===== src/rtl/rv32_fetch_pkg.sv =====
// rv32_fetch_pkg: definitions shared by the fetch PC unit and its hold buffer.
//   fetch_state_t     : fetch FSM encoding (S_RESET, S_WAIT, S_HOLD)
//   NOP_INSTR_ENC     : bubble encoding, addi x0,x0,0
//   RESET_PC_DEFAULT  : default first fetch address after reset
package rv32_fetch_pkg;

  typedef enum logic [1:0] {
    S_RESET = 2'd0,  // reset just released, nothing requested yet
    S_WAIT  = 2'd1,  // imem request outstanding
    S_HOLD  = 2'd2   // fetched word parked while decode is stalled
  } fetch_state_t;

  localparam logic [31:0] NOP_INSTR_ENC    = 32'h0000_0013;
  localparam logic [31:0] RESET_PC_DEFAULT = 32'h0000_0000;

endpackage


===== src/rtl/fetch_hold_buf.sv =====
// fetch_hold_buf: one-entry buffer for a fetched word that arrived while
// decode was stalled.
//   clk, rst      : clock, asynchronous active-high reset
//   load          : capture load_word/load_pc, set valid
//   drain         : entry consumed by IF/ID, clear valid
//   flush         : entry discarded (redirect), clear valid
//   valid         : entry holds a word
//   word, pc      : buffered instruction and its address
module fetch_hold_buf
  import rv32_fetch_pkg::*;
(
  input  logic        clk,
  input  logic        rst,
  input  logic        load,
  input  logic        drain,
  input  logic        flush,
  input  logic [31:0] load_word,
  input  logic [31:0] load_pc,
  output logic        valid,
  output logic [31:0] word,
  output logic [31:0] pc
);

  always_ff @(posedge clk or posedge rst) begin
    if (rst) begin
      valid <= 1'b0;
      word  <= NOP_INSTR_ENC;
      pc    <= 32'h0;
    end else if (flush || drain) begin
      valid <= 1'b0;
    end else if (load) begin
      valid <= 1'b1;
      word  <= load_word;
      pc    <= load_pc;
    end
  end

endmodule


===== src/rtl/fetch_pc_unit.sv =====
// fetch_pc_unit: PC generation, single-outstanding instruction fetch and
// the IF/ID pipeline register.
//   clk, rst                 : clock, asynchronous active-high reset
//   branch, branch_target    : redirect from the decode-stage resolver
//   stall                    : decode holds IF/ID this cycle
//   imem_req, imem_addr      : fetch request (level) and aligned address
//   imem_rvalid, imem_rdata  : fetch response
//   code_bus, id_pc, id_valid: IF/ID register
//   dbg_state                : current fetch FSM state (fetch_state_t)
//
// imem handshake: imem_req is a level that stays high, with imem_addr
// stable, from the cycle the request is issued until the cycle that carries
// the matching imem_rvalid (inclusive). A request seen in the cycle after
// that response is a new request. At most one request is outstanding.
module fetch_pc_unit
  import rv32_fetch_pkg::*;
#(
  parameter logic [31:0] RESET_PC  = RESET_PC_DEFAULT,
  parameter logic [31:0] NOP_INSTR = NOP_INSTR_ENC
) (
  input  logic        clk,
  input  logic        rst,
  input  logic        branch,
  input  logic [31:0] branch_target,
  input  logic        stall,
  output logic        imem_req,
  output logic [31:0] imem_addr,
  input  logic        imem_rvalid,
  input  logic [31:0] imem_rdata,
  output logic [31:0] code_bus,
  output logic [31:0] id_pc,
  output logic        id_valid,
  output logic [1:0]  dbg_state
);

  fetch_state_t state_q, state_d;
  logic [31:0]  pc_q, pc_d;
  logic [31:0]  kill_addr_q, kill_addr_d;
  logic         kill_q, kill_d;
  logic [31:0]  code_d, id_pc_d;
  logic         id_valid_d;

  logic         hb_load, hb_drain, hb_flush, hb_valid;
  logic [31:0]  hb_word, hb_pc;

  logic         take_branch;
  logic [31:0]  branch_pc;
  logic [31:0]  pc_inc;

  // Branch is only meaningful when decode actually advances.
  assign take_branch = branch & ~stall;
  assign branch_pc   = {branch_target[31:2], 2'b00};
  assign pc_inc      = pc_q + 32'd4;  // wraps naturally at 2^32

  // While a killed request is still in flight the bus must keep showing
  // its address; the redirected pc is presented once it has returned.
  assign imem_req  = (state_q == S_WAIT);
  assign imem_addr = kill_q ? kill_addr_q : pc_q;
  assign dbg_state = state_q;

  fetch_hold_buf u_hold_buf (
    .clk       (clk),
    .rst       (rst),
    .load      (hb_load),
    .drain     (hb_drain),
    .flush     (hb_flush),
    .load_word (imem_rdata),
    .load_pc   (pc_q),
    .valid     (hb_valid),
    .word      (hb_word),
    .pc        (hb_pc)
  );

  always_ff @(posedge clk or posedge rst) begin
    if (rst) begin
      state_q     <= S_RESET;
      pc_q        <= RESET_PC;
      kill_addr_q <= RESET_PC;
      kill_q      <= 1'b0;
      code_bus    <= NOP_INSTR;
      id_pc       <= 32'h0;
      id_valid    <= 1'b0;
    end else begin
      state_q     <= state_d;
      pc_q        <= pc_d;
      kill_addr_q <= kill_addr_d;
      kill_q      <= kill_d;
      code_bus    <= code_d;
      id_pc       <= id_pc_d;
      id_valid    <= id_valid_d;
    end
  end

  always_comb begin
    state_d     = state_q;
    pc_d        = pc_q;
    kill_addr_d = kill_addr_q;
    kill_d      = kill_q;
    code_d      = code_bus;
    id_pc_d     = id_pc;
    id_valid_d  = id_valid;
    hb_load     = 1'b0;
    hb_drain    = 1'b0;
    hb_flush    = 1'b0;

    // Bubble whenever decode advances without a new word; a stall keeps
    // the IF/ID register as is. Branch and delivery cases override below.
    if (!stall) begin
      code_d     = NOP_INSTR;
      id_valid_d = 1'b0;
    end

    case (state_q)
      S_RESET: begin
        // Any imem_rvalid here belongs to a request abandoned by reset.
        state_d = S_WAIT;
        if (take_branch) pc_d = branch_pc;
      end

      S_WAIT: begin
        if (take_branch) begin
          pc_d = branch_pc;
          // A response in this same cycle is simply dropped; otherwise the
          // in-flight response must be swallowed when it arrives.
          kill_d = ~imem_rvalid;
          if (!kill_q) kill_addr_d = pc_q;
        end else if (imem_rvalid && kill_q) begin
          kill_d = 1'b0;
        end else if (imem_rvalid && !stall) begin
          code_d     = imem_rdata;
          id_pc_d    = pc_q;
          id_valid_d = 1'b1;
          pc_d       = pc_inc;
        end else if (imem_rvalid) begin
          hb_load = 1'b1;
          state_d = S_HOLD;
        end
      end

      S_HOLD: begin
        if (take_branch) begin
          pc_d     = branch_pc;
          hb_flush = 1'b1;
          state_d  = S_WAIT;
        end else if (!stall && hb_valid) begin
          code_d     = hb_word;
          id_pc_d    = hb_pc;
          id_valid_d = 1'b1;
          hb_drain   = 1'b1;
          pc_d       = pc_inc;
          state_d    = S_WAIT;
        end
      end

      default: state_d = S_RESET;
    endcase
  end

endmodule


===== config.mk =====
export PLATFORM = sky130hd
export DESIGN_NAME = fetch_pc_unit
export DESIGN_NICKNAME = d
export VERILOG_FILES = /design/src/rtl/rv32_fetch_pkg.sv /design/src/rtl/fetch_hold_buf.sv /design/src/rtl/fetch_pc_unit.sv
export SDC_FILE = /design/constraint.sdc
export NUM_CORES = 1
export LEC_CHECK = 0
export CAP_MARGIN = 20
export CORE_ASPECT_RATIO = 1.25
export CORE_MARGIN = 1
export CORE_UTILIZATION = 40
export CTS_BUF_LIST = sky130_fd_sc_hd__clkbuf_8
export DETAILED_ROUTE_END_ITERATION = 12
export MAX_ROUTING_LAYER = met4
export PLACE_DENSITY = 0.66
export SETUP_SLACK_MARGIN = 0.1
export SYNTH_ARGS = -nofsm -noshare
export SYNTH_HDL_FRONTEND = slang
export SYNTH_SLANG_ARGS = --single-unit
export TNS_END_PERCENT = 5

===== constraint.sdc =====
create_clock -name clk -period 6.8 [get_ports clk]
set_input_delay 1.36 -clock clk [delete_from_list [all_inputs] [get_ports clk]]
set_output_delay 1.36 -clock clk [all_outputs]
set_load 0.005 [all_outputs]

==> metrics, run 1 <==
skew final=roughly 27 ps; Critical Path RT=5440 ps; Lkg Pwr=4.453 nW; first-pass GRT wire length=35.31 mm; Reg-to-Reg Start=dbg_state[0]; pwr dens=470.1 nW/um^2; FF-to-FF path depth=9; Max-Cap Viols=0; Seq/Total Area, Yosys=52.94%; fillers=2035; GRT Util Overall=between 20 and 25%; Netlist Area Pre-Place=9042 sq um; largest net degree at the start of global routing=72; core area=approximately 22000 sq um; yosys warns=0; Via density=5.430; Setup WS pre-CTS=2721 ps; Hold Path Cell Cnt=2; type of origin of the critical path=flip-flop; Starting Density=40.71%; Post-DP HPWL=approximately 14 mm; routed len/inst=around 18 um; worst slew pin tran=~900 ps; layout cell share with drive strength beyond 1=20.93%; IR drop worst, VDD=0.0002221 V; cell count after synthesis=802; worst skew pair latency=a little under 500 ps; post-synthesis async set-or-reset flop share=100.0%; Fin. Hold Viols=0; Max H-tree Level=4; 1st-iter DRT viols=383; crit end category=primary output; Port Buf Inserts=164; period utilization=54.99%; Max Transition Viols Final=0; number of global-route vias before repair=about 6500; Total Negative Setup Slacks=0 ps; DR vias=6674; RSZ-0062 raised after global routing=no; Fmax=267.4 MHz; Max clock buf depth=2; most frequent cells in the layout=dfrtp_1, clkdlybuf4s50_1, mux2_2; commonest non-fill, non-tap cell in the layout=dfrtp_1; WS Path Type=flip-flop to primary output; PostCTS Resize Cnt=0; DRT Pass-1 Iters=5; crit path launch=kill_q; antenna violations before repair=0; Synth cell types=56; Routed WL=21.95 mm; TritonCTS clock tree=yes; post-route insts no fill=1229; Slew HR=between 30% and 40%; peak fanout along the critical path=39; drt drc=0; count of standard-cell rows=61; ys flop type=dfrtp_1; Worst EP arrival=2380 ps; Post-synth EDFFs=0; Syn Area/Cell=11.27 sq um; die area=23220 sq um; GP Congestion=0.8020; final setup vio count=0; Clock Pin Slew Worst Setup and Hold Paths=120 ps; NumNets Final=1007; Placed Cells=1195; setup bufs post-CTS=0; GR Overflow Total=0; placed inst area=10820 sq um; Worst Slack Setup Final=3061 ps; DIE HEIGHT=170.1 um; ANT nets after route=0; n_diodes=0; Final Cell Area=about 11000 sq um; CTS root buffer=clkbuf_8; cts hold-fix bufs=0; Hold Startpoint=code_bus[0]; CTS sink count=approximately 190; area delta synth->final=24.34%; Yosys reg bits=191; die span in x=roughly 140 um; Worst Hold Class=flip-flop to flip-flop; status=complete, no violations; fin crit period=between 3000 and 4000 ps; Top Ports=169; CTS Buf Count=17
routing by layer:
metal  vias to the layer above  GRT usage (%)  routed length, um
met3                        18          4.290                981
met4                         0          5.314                229
met2                       165          32.29              10600
met1                      3346          26.25              10130
li1                       3145              -                  -
met5                         -              -                  0
cells in the mapped netlist (all sizes together) (2+ instances only):
cell,n,area [sq um]
a21oi,67,372.8
a22oi,31,232.7
a2bb2oi,16,165.2
a31oi,2,12.51
a32oi,2,17.52
a41o,2,20.02
and2,4,25.02
and3,8,50.05
and4,4,35.03
buf,40,244.0
clkbuf,26,98.84
dfrtp,185,4629
dfstp,6,157.7
ha,5,62.56
inv,10,37.54
mux2,116,1306
mux2i,32,320.3
nand2,72,270.3
nand3,16,85.08
nand4,12,81.33
nor2,47,176.4
nor2b,2,15.02
nor3,2,21.27
o211ai,2,20.02
o21a,4,37.53
o21ai,50,250.2
o21bai,2,15.01
o22ai,17,106.4
o32ai,3,26.28
o41ai,3,26.28
or3,2,12.51
power breakdown:
group          switching, mW  total, mW  internal [mW]  leakage (nW)
logic                   1.17       2.49           1.31          1.99
registers              0.403       2.05           1.65          2.27
clock network          0.457      0.745          0.288         0.190
total                   2.03       5.29           3.25          4.45
logic make-up (layout without fill, tap and decap cells):
family,Yosys count,in the layout,synth area share [%]
compound gates,206,206,14.96
fa+ha+maj,5,5,0.6919
buf+inv,77,220,4.345
flops,191,191,52.94
mux,148,148,17.99
other cells,1,2,0.04147
simple gates,174,174,9.036
final timing paths:
kind	slack, ps	end
min reg2reg	470	code_bus[0]
max	3060	imem_addr[31]
min in group asynchronous	1300	kill_addr_q[3]
max reg2reg	3850	pc_q[30]
max in group asynchronous	4210	kill_q
min	470	code_bus[0]
sequential cells by signal, summed over array words and instances (netlist names):
name,count
id_pc,30
id_valid,1
u_hold_buf.valid,1
u_hold_buf.word,32
code_bus,32
kill_q,1
u_hold_buf.pc,30
kill_addr_q,32
dbg_state,2
pc_q,30
critical path, stage by stage, from the launching register on:
cell	delay, ps
dfrtp_2	980
mux2_2	430
clkdlybuf4s50_1	480
final cells by class:
class / count / area (sq um) / share of cell area, %
tap: 283 / 354.1 / 3.149
sequential: 191 / 4788 / 42.59
clock buffer: 19 / 261.5 / 2.326
clock inverter: 13 / 118.9 / 1.057
timing repair buffer: 178 / 1779 / 15.82
inverter: 10 / 45.04 / 0.4006
multi-input combinational: 535 / 3896 / 34.65
per-stage QoR:
stage	total power [mW]	util, %	hold slack [ps]
after floorplan	3.630	-	443.4
after global placement	4.489	48.70	445.9
after detailed placement	4.557	48.70	453.8
after CTS	5.311	50.41	469.6
after global routing	5.691	50.62	478.9
final	5.285	50.62	465.8
(Power assumes the default switching activity.)
==> inputs of run 2 (changes only) <==
PLACE_DENSITY = unset   (was 0.66)
clock period = 3.45 ns   (was 6.8 ns; I/O delays follow)
==> run 2 against run 1 <==
Worst hold slack lost 1.5 ps. Critical path depth grew 1. Design area grew 1.8%. Clock skew shrank 11 ps. Die area is the same. Flip-flop and latch count is the same. Register-to-register slack lost 2800 ps. First-iteration DRC count grew 8.4%. Power grew 100%. Sequential share of layout area shrank 0.78 points. Worst setup slack lost 2700 ps. Critical endpoint unchanged.
==> metrics, run 2 (synthesis results as in run 1) <==
IR drop worst, VDD=0.0004499 V; fillers=2010; fin crit period=3116 ps; Lkg Pwr=~4.6 nW; Clock Pin Slew Worst Setup and Hold Paths=100 ps; pwr dens=922.9 nW/um^2; skew final=15.86 ps; NumNets Final=1018; antenna violations before repair=0; Switching Share=37.96%; 1st-iter DRT viols=415; CTS root buffer=clkbuf_8; Total Negative Setup Slacks=0 ps; CTS Buf Count=17; CTS sink count=191; WS Path Type=flip-flop to primary output; layout cell share with drive strength beyond 1=21.73%; Reg-to-Reg Start=kill_q; RR Endpoint=u_hold_buf.pc[9]; FF-to-FF path depth=4; Switch Pwr=between 4 and 5 mW; CP Capture Point=imem_addr[31]; type of origin of the critical path=flip-flop; Worst Slack Setup Final=334.5 ps; Starting Density=40.71%; commonest non-fill, non-tap cell in the layout=dfrtp_1; ANT nets after route=0; combinational fraction of design power=47.6%; drt drc=0; most frequent cells in the layout=dfrtp_1, clkdlybuf4s50_1, mux2_2; DRT Pass-1 Iters=5; P_int=6.555 mW; core area=22210 sq um; Slew HR=around 46%; Routed WL=21.64 mm; area delta synth->final=26.62%; cts hold-fix bufs=0; PostCTS Resize Cnt=0; DR vias=6709; setup bufs post-CTS=0; routed len/inst=about 17 um; crit path launch=kill_q; Fmax=321.0 MHz; Worst EP arrival=2430 ps; n_diodes=0; period utilization=90.31%; worst slew pin tran=806.5 ps; DIE HEIGHT=approximately 170 um; Max Transition Viols Final=0; worst skew pair latency=470 ps; Via density=5.410; Worst Hold Class=flip-flop to flip-flop; die span in x=around 140 um; Post-DP HPWL=14.91 mm; RSZ-0062 raised after global routing=no; status=complete, no violations; Max clock buf depth=2; Max stage delay on crit path=850 ps; TritonCTS clock tree=yes; Crit-path slowest cell=dfrtp_1; Setup WS pre-CTS=538.2 ps; Max-Cap Viols=0; Critical Path RT=2760 ps; FF+latch area=4787 sq um; Fin. Hold Viols=0; critical-path cell list=buf_12 -> mux2_2 -> clkdlybuf4s50_1; Flop pwr share=38.0%; die area=approximately 23000 sq um; Hold Startpoint=code_bus[0]; count of standard-cell rows=around 60; GR Overflow Total=0; peak fanout along the critical path=23; number of global-route vias before repair=6432; Max H-tree Level=4; first-pass GRT wire length=34.24 mm; crit end category=primary output; GP Congestion=a little over 0.8; Port Buf Inserts=~160; GRT Util Overall=19.73%; final setup vio count=0; flop2flop setup slack=1100 ps; Hold Path Cell Cnt=2; clock share of power=14.4%; area of the multi-input gates=3896 sq um; largest net degree at the start of global routing=61; Top Ports=169; Largest regs=code_bus x32, kill_addr_q x32, u_hold_buf.word x32
## run 2: how the worst min path moves through the flow
stage	slack, ps	to
6_report	460	code_bus[0]
5_1_grt	490	code_bus[4]
3_3_place_gp	450	code_bus[0]
3_5_place_dp	450	code_bus[0]
4_1_cts	470	code_bus[0]
2_1_floorplan	440	code_bus[0]
## run 2: stage by stage
| step | power, mW | cells | hold slack [ps] | utilization, % | cell area [sq um] |
|---|---|---|---|---|---|
| floorplan | 7.156 | 803 | 443.4 | - | 9050 |
| global placement | 9.037 | 1208 | 450.9 | 49.73 | 11050 |
| detailed placement | 9.145 | 1208 | 450.3 | 49.73 | 11050 |
| CTS | 10.70 | 1240 | 466.3 | 51.55 | 11450 |
| global route | 11.35 | 1240 | 491.1 | 51.55 | 11450 |
| finish | 10.57 | 1240 | 464.2 | 51.55 | 11450 |
## run 2: layout make-up
class,instances,area share (%)
sequential,191,41.81
timing repair buffer,189,17.18
clock inverter,15,1.486
multi-input combinational,535,34.03
inverter,10,0.3606
tap,283,3.093
clock buffer,17,2.043
## run 2: critical path, delay by kind of cell (launching register included)
family / cells / cell delay, ps
buf+inv: 2 / 730
flops: 1 / 850
mux: 1 / 380
## run 2: layer usage
metal	wire (um)	share of wire, %	track usage (%)	vias to the layer above
met4	174	0.80	4.638	0
li1	-	-	-	3190
met5	0	0	-	-
met1	9488	44	24.50	3302
met2	10940	51	33.17	200
met3	1039	4.8	3.515	17
## run 2: power groups by stage
stage                     clock [mW]  combinational [mW]  sequential (mW)
after CTS                       1.58                5.10             4.02
after global routing            1.66                5.52             4.17
final                           1.52                5.03             4.02
after global placement             0                5.01             4.03
after floorplan                    0                3.38             3.78
after detailed placement           0                5.07             4.08
